[config.mk]
export PLATFORM = sky130hd
export DESIGN_NAME = multicycle_control_fsm
export DESIGN_NICKNAME = d
export VERILOG_FILES = /design/src/rtl/multicycle_control_fsm.sv
export SDC_FILE = /design/constraint.sdc
export NUM_CORES = 1
export LEC_CHECK = 0
export CAP_MARGIN = 20
export CORE_MARGIN = 1
export CORE_UTILIZATION = 40
export CTS_CLUSTER_DIAMETER = 50
export DETAILED_ROUTE_END_ITERATION = 16
export GPL_ROUTABILITY_DRIVEN = 0
export HOLD_SLACK_MARGIN = 0.03
export PLACE_DENSITY = 0.75
export SLEW_MARGIN = 20
export SYNTH_ARGS = -nofsm -noshare
export SYNTH_HDL_FRONTEND = slang
export SYNTH_SLANG_ARGS = --single-unit
[constraint.sdc]
create_clock -name clk -period 2.27 [get_ports clk]
set_clock_uncertainty 0.1 [all_clocks]
set_input_delay 0.3405 -clock clk [delete_from_list [all_inputs] [get_ports clk]]
set_output_delay 0.3405 -clock clk [all_outputs]
set_load 0.01 [all_outputs]
[src/rtl/multicycle_control_fsm.sv]
// multicycle_control_fsm: multi-cycle RV32I sequencer driving datapath controls and a shared memory port
module multicycle_control_fsm #(
  parameter int CNT_W = 32
) (
  input  logic             clk,
  input  logic             rst_n,
  input  logic [6:0]       opcode,
  input  logic [2:0]       funct3,
  input  logic             alu_zero,
  input  logic             mem_ready,
  output logic             mem_req,
  output logic             mem_we,
  output logic             i_or_d,
  output logic             ir_write,
  output logic             pc_write,
  output logic             pc_src,
  output logic [1:0]       alu_src_a,
  output logic [1:0]       alu_src_b,
  output logic [1:0]       alu_op,
  output logic             reg_write,
  output logic             mem_to_reg,
  output logic             instr_done,
  output logic             illegal_op,
  output logic [3:0]       state,
  output logic [CNT_W-1:0] instr_retired
);
  localparam logic [6:0] OP_LOAD   = 7'b0000011;
  localparam logic [6:0] OP_STORE  = 7'b0100011;
  localparam logic [6:0] OP_R      = 7'b0110011;
  localparam logic [6:0] OP_I      = 7'b0010011;
  localparam logic [6:0] OP_BRANCH = 7'b1100011;
  typedef enum logic [3:0] {
    FETCH     = 4'd0,
    DECODE    = 4'd1,
    MEM_ADDR  = 4'd2,
    MEM_READ  = 4'd3,
    MEM_WB    = 4'd4,
    MEM_WRITE = 4'd5,
    EXEC_R    = 4'd6,
    EXEC_I    = 4'd7,
    ALU_WB    = 4'd8,
    BRANCH    = 4'd9,
    TRAP      = 4'd10
  } state_t;
  state_t cur, nxt;
  assign state = cur;
  // state register, sticky illegal flag and retire counter
  always_ff @(posedge clk or negedge rst_n) begin
    if (!rst_n) begin
      cur           <= FETCH;
      illegal_op    <= 1'b0;
      instr_retired <= '0;
    end else begin
      cur           <= nxt;
      illegal_op    <= illegal_op | (nxt == TRAP);
      instr_retired <= instr_retired + CNT_W'(instr_done);
    end
  end
  // next-state and control decode from state, mem_ready and IR fields
  always_comb begin
    nxt        = cur;
    mem_req    = 1'b0;
    mem_we     = 1'b0;
    i_or_d     = 1'b0;
    ir_write   = 1'b0;
    pc_write   = 1'b0;
    pc_src     = 1'b0;
    alu_src_a  = 2'b00;
    alu_src_b  = 2'b00;
    alu_op     = 2'b00;
    reg_write  = 1'b0;
    mem_to_reg = 1'b0;
    instr_done = 1'b0;
    case (cur)
      FETCH: begin
        mem_req   = 1'b1;
        alu_src_b = 2'b01;
        ir_write  = mem_ready;
        pc_write  = mem_ready;
        nxt       = mem_ready ? DECODE : FETCH;
      end
      DECODE: begin
        alu_src_a = 2'b01;
        alu_src_b = 2'b10;
        nxt = (opcode == OP_LOAD || opcode == OP_STORE) ? MEM_ADDR :
              (opcode == OP_R) ? EXEC_R :
              (opcode == OP_I) ? EXEC_I :
              (opcode == OP_BRANCH && funct3[2:1] == 2'b00) ? BRANCH : TRAP;
      end
      MEM_ADDR: begin
        alu_src_a = 2'b10;
        alu_src_b = 2'b10;
        nxt       = (opcode == OP_LOAD) ? MEM_READ : MEM_WRITE;
      end
      MEM_READ: begin
        mem_req = 1'b1;
        i_or_d  = 1'b1;
        nxt     = mem_ready ? MEM_WB : MEM_READ;
      end
      MEM_WB: begin
        reg_write  = 1'b1;
        mem_to_reg = 1'b1;
        instr_done = 1'b1;
        nxt        = FETCH;
      end
      MEM_WRITE: begin
        mem_req    = 1'b1;
        mem_we     = 1'b1;
        i_or_d     = 1'b1;
        instr_done = mem_ready;
        nxt        = mem_ready ? FETCH : MEM_WRITE;
      end
      EXEC_R: begin
        alu_src_a = 2'b10;
        alu_op    = 2'b10;
        nxt       = ALU_WB;
      end
      EXEC_I: begin
        alu_src_a = 2'b10;
        alu_src_b = 2'b10;
        nxt       = ALU_WB;
      end
      ALU_WB: begin
        reg_write  = 1'b1;
        instr_done = 1'b1;
        nxt        = FETCH;
      end
      BRANCH: begin
        alu_src_a  = 2'b10;
        alu_op     = 2'b01;
        pc_src     = 1'b1;
        pc_write   = funct3[0] ? !alu_zero : alu_zero;
        instr_done = 1'b1;
        nxt        = FETCH;
      end
      TRAP:    nxt = TRAP;
      default: nxt = TRAP;
    endcase
  end
endmodule

Word-level counts from Yosys, hierarchy flattened
Index checks and enable logic that the tools add are counted.
{ "totals": {"register_bits": 37, "latch_bits": 0, "mem_bits_rw": 0, "mem_bits_ro": 0, "input_bits": 14, "output_inout_bits": 52, "mem_count": 0} }
{ "classes": {"add_sub_neg": 1, "mul": 0, "div": 0, "magnitude_cmp": 0, "n_eq_ne": 15, "n_shift": 0, "mux": 22, "bitwise": 1, "reduce_logical": 12} }
{ "op_table": {"columns": ["cell", "count"], "rows": [
  ["$add A32 B1 Y32", 1],
  ["$pmux W4 S7", 1],
  ["$eq A4 B3 Y1 const B", 4],
  ["$eq A7 B6 Y1 const B", 2],
  ["$eq A4 B4 Y1 const B", 3],
  ["$mux W4", 3],
  ["$pmux W2 S2", 3],
  ["$mux W1", 9],
  ["$mux W3", 3],
  ["$reduce_or A3 Y1", 3],
  ["$eq A4 B2 Y1 const B", 2],
  ["$eq A7 B2 Y1 const B", 1],
  ["$eq A7 B5 Y1 const B", 1],
  ["$eq A7 B7 Y1 const B", 1],
  ["$reduce_or A2 Y1", 3],
  ["$eq A4 B1 Y1 const B", 1],
  ["$logic_not A4 Y1", 1],
  ["$pmux W1 S2", 2],
  ["$reduce_or A4 Y1", 1],
  ["$logic_not A2 Y1", 1],
  ["$mux W2", 1],
  ["$logic_and A1 B1 Y1", 1],
  ["$logic_not A1 Y1", 1],
  ["$logic_or A1 B1 Y1", 1],
  ["$or A1 B1 Y1", 1]
]} }

Logic depth before layout (Yosys ltp)
{ "depth": {"depth_word": 9, "mapped_depth": 9} }

Worst setup path before layout
OpenSTA, ideal clock, no wires.
{ "synth_timing": {"kind": "reg-to-reg", "from": "register cur[3] (netlist: state[3])", "to": "register instr_retired[31]", "setup_ns": 0.124, "t_arrival_ns": 2.507, "required_time_ns": 2.046, "path_slack_ns": -0.461, "stages_incl_launch_ff": 10, "path_buffers": 1, "synth_period_minus_slack_ns": 2.731, "path_cell_list": "dfrtp_1 > clkbuf_1 > nand2b_1 > a211oi_1 > a211o_1 > ha_1 > nand2_1 > nor4_1 > nand4bb_1 > xnor2_1"} }
{ "synth_via": {"elab_chain_cells": 4} }
{ "synth_rtl": {"columns": ["element", "line", "text"], "rows": [
  ["from (decl)", "45", "state_t cur, nxt;"],
  ["from (signal assigned)", "54", "cur <= nxt;"],
  ["$eq A4 B4 Y1 / $eq A4 B3 Y1 (equally long branches)", "74", "case (cur)"],
  ["$reduce_or A3 Y1 (no source line)", null, null],
  ["$pmux W1 S2 (*)", "74", null],
  ["via instr_done", "22", "output logic instr_done,"],
  ["$add A32 B1 Y32 (*)", "56", "instr_retired <= instr_retired + CNT_W'(instr_done);"],
  ["to (signal assigned)", "56", null],
  ["to (decl)", "25", "output logic [CNT_W-1:0] instr_retired"]
]} }
The timed path passes the listed nets; every way through them passes the cells marked *.

Worst setup path in the final report
{ "layout_timing": {"from": "register cur[1] (netlist: state[1])", "to": "output port alu_op[1]"} }
{ "layout_via": {"elab_chain_cells": 2} }
{ "layout_rtl": {"columns": ["element", "line", "text"], "rows": [
  ["$eq A4 B4 Y1 / $eq A4 B3 Y1 (equally long branches)", "74", null],
  ["$pmux W2 S2 (*)", "74", null],
  ["to (decl)", "19", "output logic [1:0] alu_op,"]
]} }
Mark *: on every way between the ends. The rest lies on a longest branch, timed or not.

==> flow_summary_export.csv <==
group,metric,value,unit
status,status,"finished clean",
layout,drive_above_1_share,0.225,
worst_setup_path,path_max_fanout,8,
worst_setup_path,crit_top_cell,"nor2b_1",
floorplanning,ios,66,
timing,hold_viol_final,0,
route,drtAntennaViolNets,0,
placement,portBuffers,65,
timing,fmax,0.454,GHz
synth,ys_seq_elements,37,
clock_tree,htreeDepth,2,
floorplanning,die_h,71.8,um
clock_tree,clk_pin_slew,0.07,ns
power_and_ir_drop,power,2.58,mW
route,firstDrtPassIters,4,
synth,yosysSeqAreaShare,0.475,
worst_setup_path,timing.critical_path.cells,"buf_4 > nor2b_1 > nor2b_1 > clkdlybuf4s50_1",
worst_setup_path,arrival,1.76,ns
layout,syn_to_final_growth,57.6,%
global_route,grt_overflow,0,
timing,min_period_over_period,0.971,
floorplanning,dieWidth,71.8,um
floorplanning,core.rowCount,25,
floorplanning,start_util,0.415,
global_route,track_usage,0.195,
worst_setup_path,slowest_delay,0.54,ns
synth,synth_ff_type,"dfrtp_1",
layout,diodes,0,
floorplanning,dieArea,5160,um^2
global_route,grt_pass1_vias,1610,
timing,worst_slew_pin_slew,0.461,ns
layout,multiInputGateArea,1130,um^2
power_and_ir_drop,ir_drop,0.333,mV
clock_tree,cts.sinks,37,
layout,register_area,931,um^2
global_route,grt_pass1_wl,7870,um
layout,n_fill_cell,379,
placement,placed_area,2790,um^2
route,via_per_inst,5.32,
global_route,grt_max_degree,38,
worst_setup_path,cp.required,1.83,ns
timing,max_slew_margin,0.692,
synth,yosys_warnings,0,
power_and_ir_drop,p_leak,1.39,nW
worst_setup_path,worstSetupEndpointType,"primary output",
route,dr_total_vias,1799,
placement,place_hpwl,3360,um
power_and_ir_drop,power_density,839,nW/um^2
synth,synthesis.area,1950,um^2
synth,avgSynthCellArea,10.3,um^2
clock_tree,numCtsBuffers,5,
clock_tree,cts_root_buf,"clkbuf_8",
synth,yosysUniqueCellTypes,43,
clock_tree,hold_buffers,0,
timing,finalSetupViolations,0,
route,first_iter_violations,107,
synth,synth_nets,205,
timing,drv_slew,0,
worst_setup_path,cp_slowest_cell,"clkdlybuf4s50_1",
synth,async_flop_share,1.00,
layout,final_area,3070,um^2
route,wl,4840,um
floorplanning,core,4690,um^2
worst_setup_path,criticalPathCategory,"reg -> out",
worst_hold_path,hp-class,"reg -> reg",
route,detail_route.wl_per_cell,14.3,um
synth,synth_edf_count,0,
worst_setup_path,critPathLaunchType,"flop",
job,drv_cap,0,
clock_tree,cts_max_path_buffers,2,
synth,postSynthCellCount,189,
clock_tree,clock_latency,0.29,ns
route,drc,0,
clock_tree,cts_tree,"done",
layout,fin_nets,299,
timing,fin_crit,2.20,ns
global_route,antenna_found_initial,0,
repair_timing:
item                       CTS  global route
pin swaps                    1             3
hold endpoints to repair     0             0
setup endpoints to repair   11            25
buffers inserted             8            10
resized for setup           13            12
routing by layer:
layer / vias to the layer above / track usage / routed length (um)
met5: - / 0 / 0
met4: 0 / 0.0784 / 66
met3: 8 / 0.0352 / 166
met2: 36 / 0.303 / 2400
met1: 885 / 0.270 / 2200
li1: 870 / - / -
critical path, delay by kind of cell (launching register included):
family | cells | cell delay [ns]
flops | 1 | 0.47
simple gates | 2 | 0.32
buf+inv | 2 | 0.70
worst paths after layout:
path | from | end | slack [ns] | cells past startpoint
setup / recovery | state[1] | alu_op[1] | 0.07 | 4
hold / removal | illegal_op | illegal_op | 0.36 | 1
setup reg to reg | state[2] | instr_retired[31] | 0.14 | 8
hold reg to reg | illegal_op | illegal_op | 0.36 | 1
max in group asynchronous | rst_n | state[2] | 1.35 | 2
min in group asynchronous | rst_n | instr_retired[28] | 0.37 | 2
final cells by class:
class | instances | share of cell area
tap | 54 | 0.0220
clock inverter | 2 | 0.00326
inverter | 3 | 0.00367
timing repair buffer | 92 | 0.278
multi-input combinational | 144 | 0.367
sequential | 37 | 0.303
clock buffer | 6 | 0.0236
cell usage after synthesis, types with 2 or more instances:
cell | instances | area share
dfrtp_1 | 37 | 0.47
a21oi_1 | 6 | 0.015
clkbuf_1 | 4 | 0.0077
nand2_1 | 10 | 0.019
nor3b_1 | 4 | 0.015
nand3_1 | 13 | 0.033
nor4_1 | 4 | 0.013
nand4_1 | 8 | 0.026
a21o_1 | 2 | 0.0077
and3_1 | 3 | 0.0096
nor3_2 | 3 | 0.015
xnor2_1 | 16 | 0.072
nor2_1 | 16 | 0.031
xor2_1 | 16 | 0.072
and4_1 | 3 | 0.013
nand3b_1 | 2 | 0.0077
inv_1 | 3 | 0.0058
nand2b_1 | 6 | 0.019
nor2b_1 | 2 | 0.0064
nor3_1 | 7 | 0.018
ha_1 | 2 | 0.013
report_power, final:
| part | internal, mW | total, mW | switching, mW | leakage, nW |
|---|---|---|---|---|
| clock | 0.212 | 0.436 | 0.223 | 0.0450 |
| sequential | 0.738 | 0.874 | 0.136 | 0.483 |
| combinational | 0.736 | 1.27 | 0.533 | 0.858 |
through the flow:
stage / setup WS (ns) / utilization / instances / setup TNS [ns] / hold slack (ns)
CTS: -0.0688 / 0.631 / 329 / -0.0688 / 0.364
finish: 0.0656 / 0.655 / 338 / 0 / 0.361
global route: -0.0104 / 0.655 / 338 / -0.0118 / 0.381
floorplan: -0.0196 / - / 189 / -0.0196 / -0.0551
detailed placement: 0.0228 / 0.594 / 313 / 0 / 0.347
global placement: 0.0794 / 0.594 / 313 / 0 / 0.337
state kept, by name (all words and copies together), names as in the netlist:
name           cells
illegal_op         1
instr_retired     32
state              4
cells in the final DEF, fill, tap and decap left out, types with 5 or more instances in the layout:
master            n
a21oi_1           6
buf_4            27
clkbuf_8          5
clkdlybuf4s50_1  56
dfrtp_1          33
nand2_1           9
nand3_1          12
nand4_1           8
nor2_1           14
nor3_2            6
xnor2_1          15
xor2_1           16
logic make-up after synthesis:
family,Yosys count,synth area share
AO/OA/AOI/OAI,17,0.0591
adder cells (fa/ha/maj),2,0.0128
XOR/XNOR,32,0.144
buffers and inverters,8,0.0160
multiplexers,1,0.00513
flip-flops,37,0.475
AND/OR/NAND/NOR,92,0.288
Power figures use the tool's default switching activity.
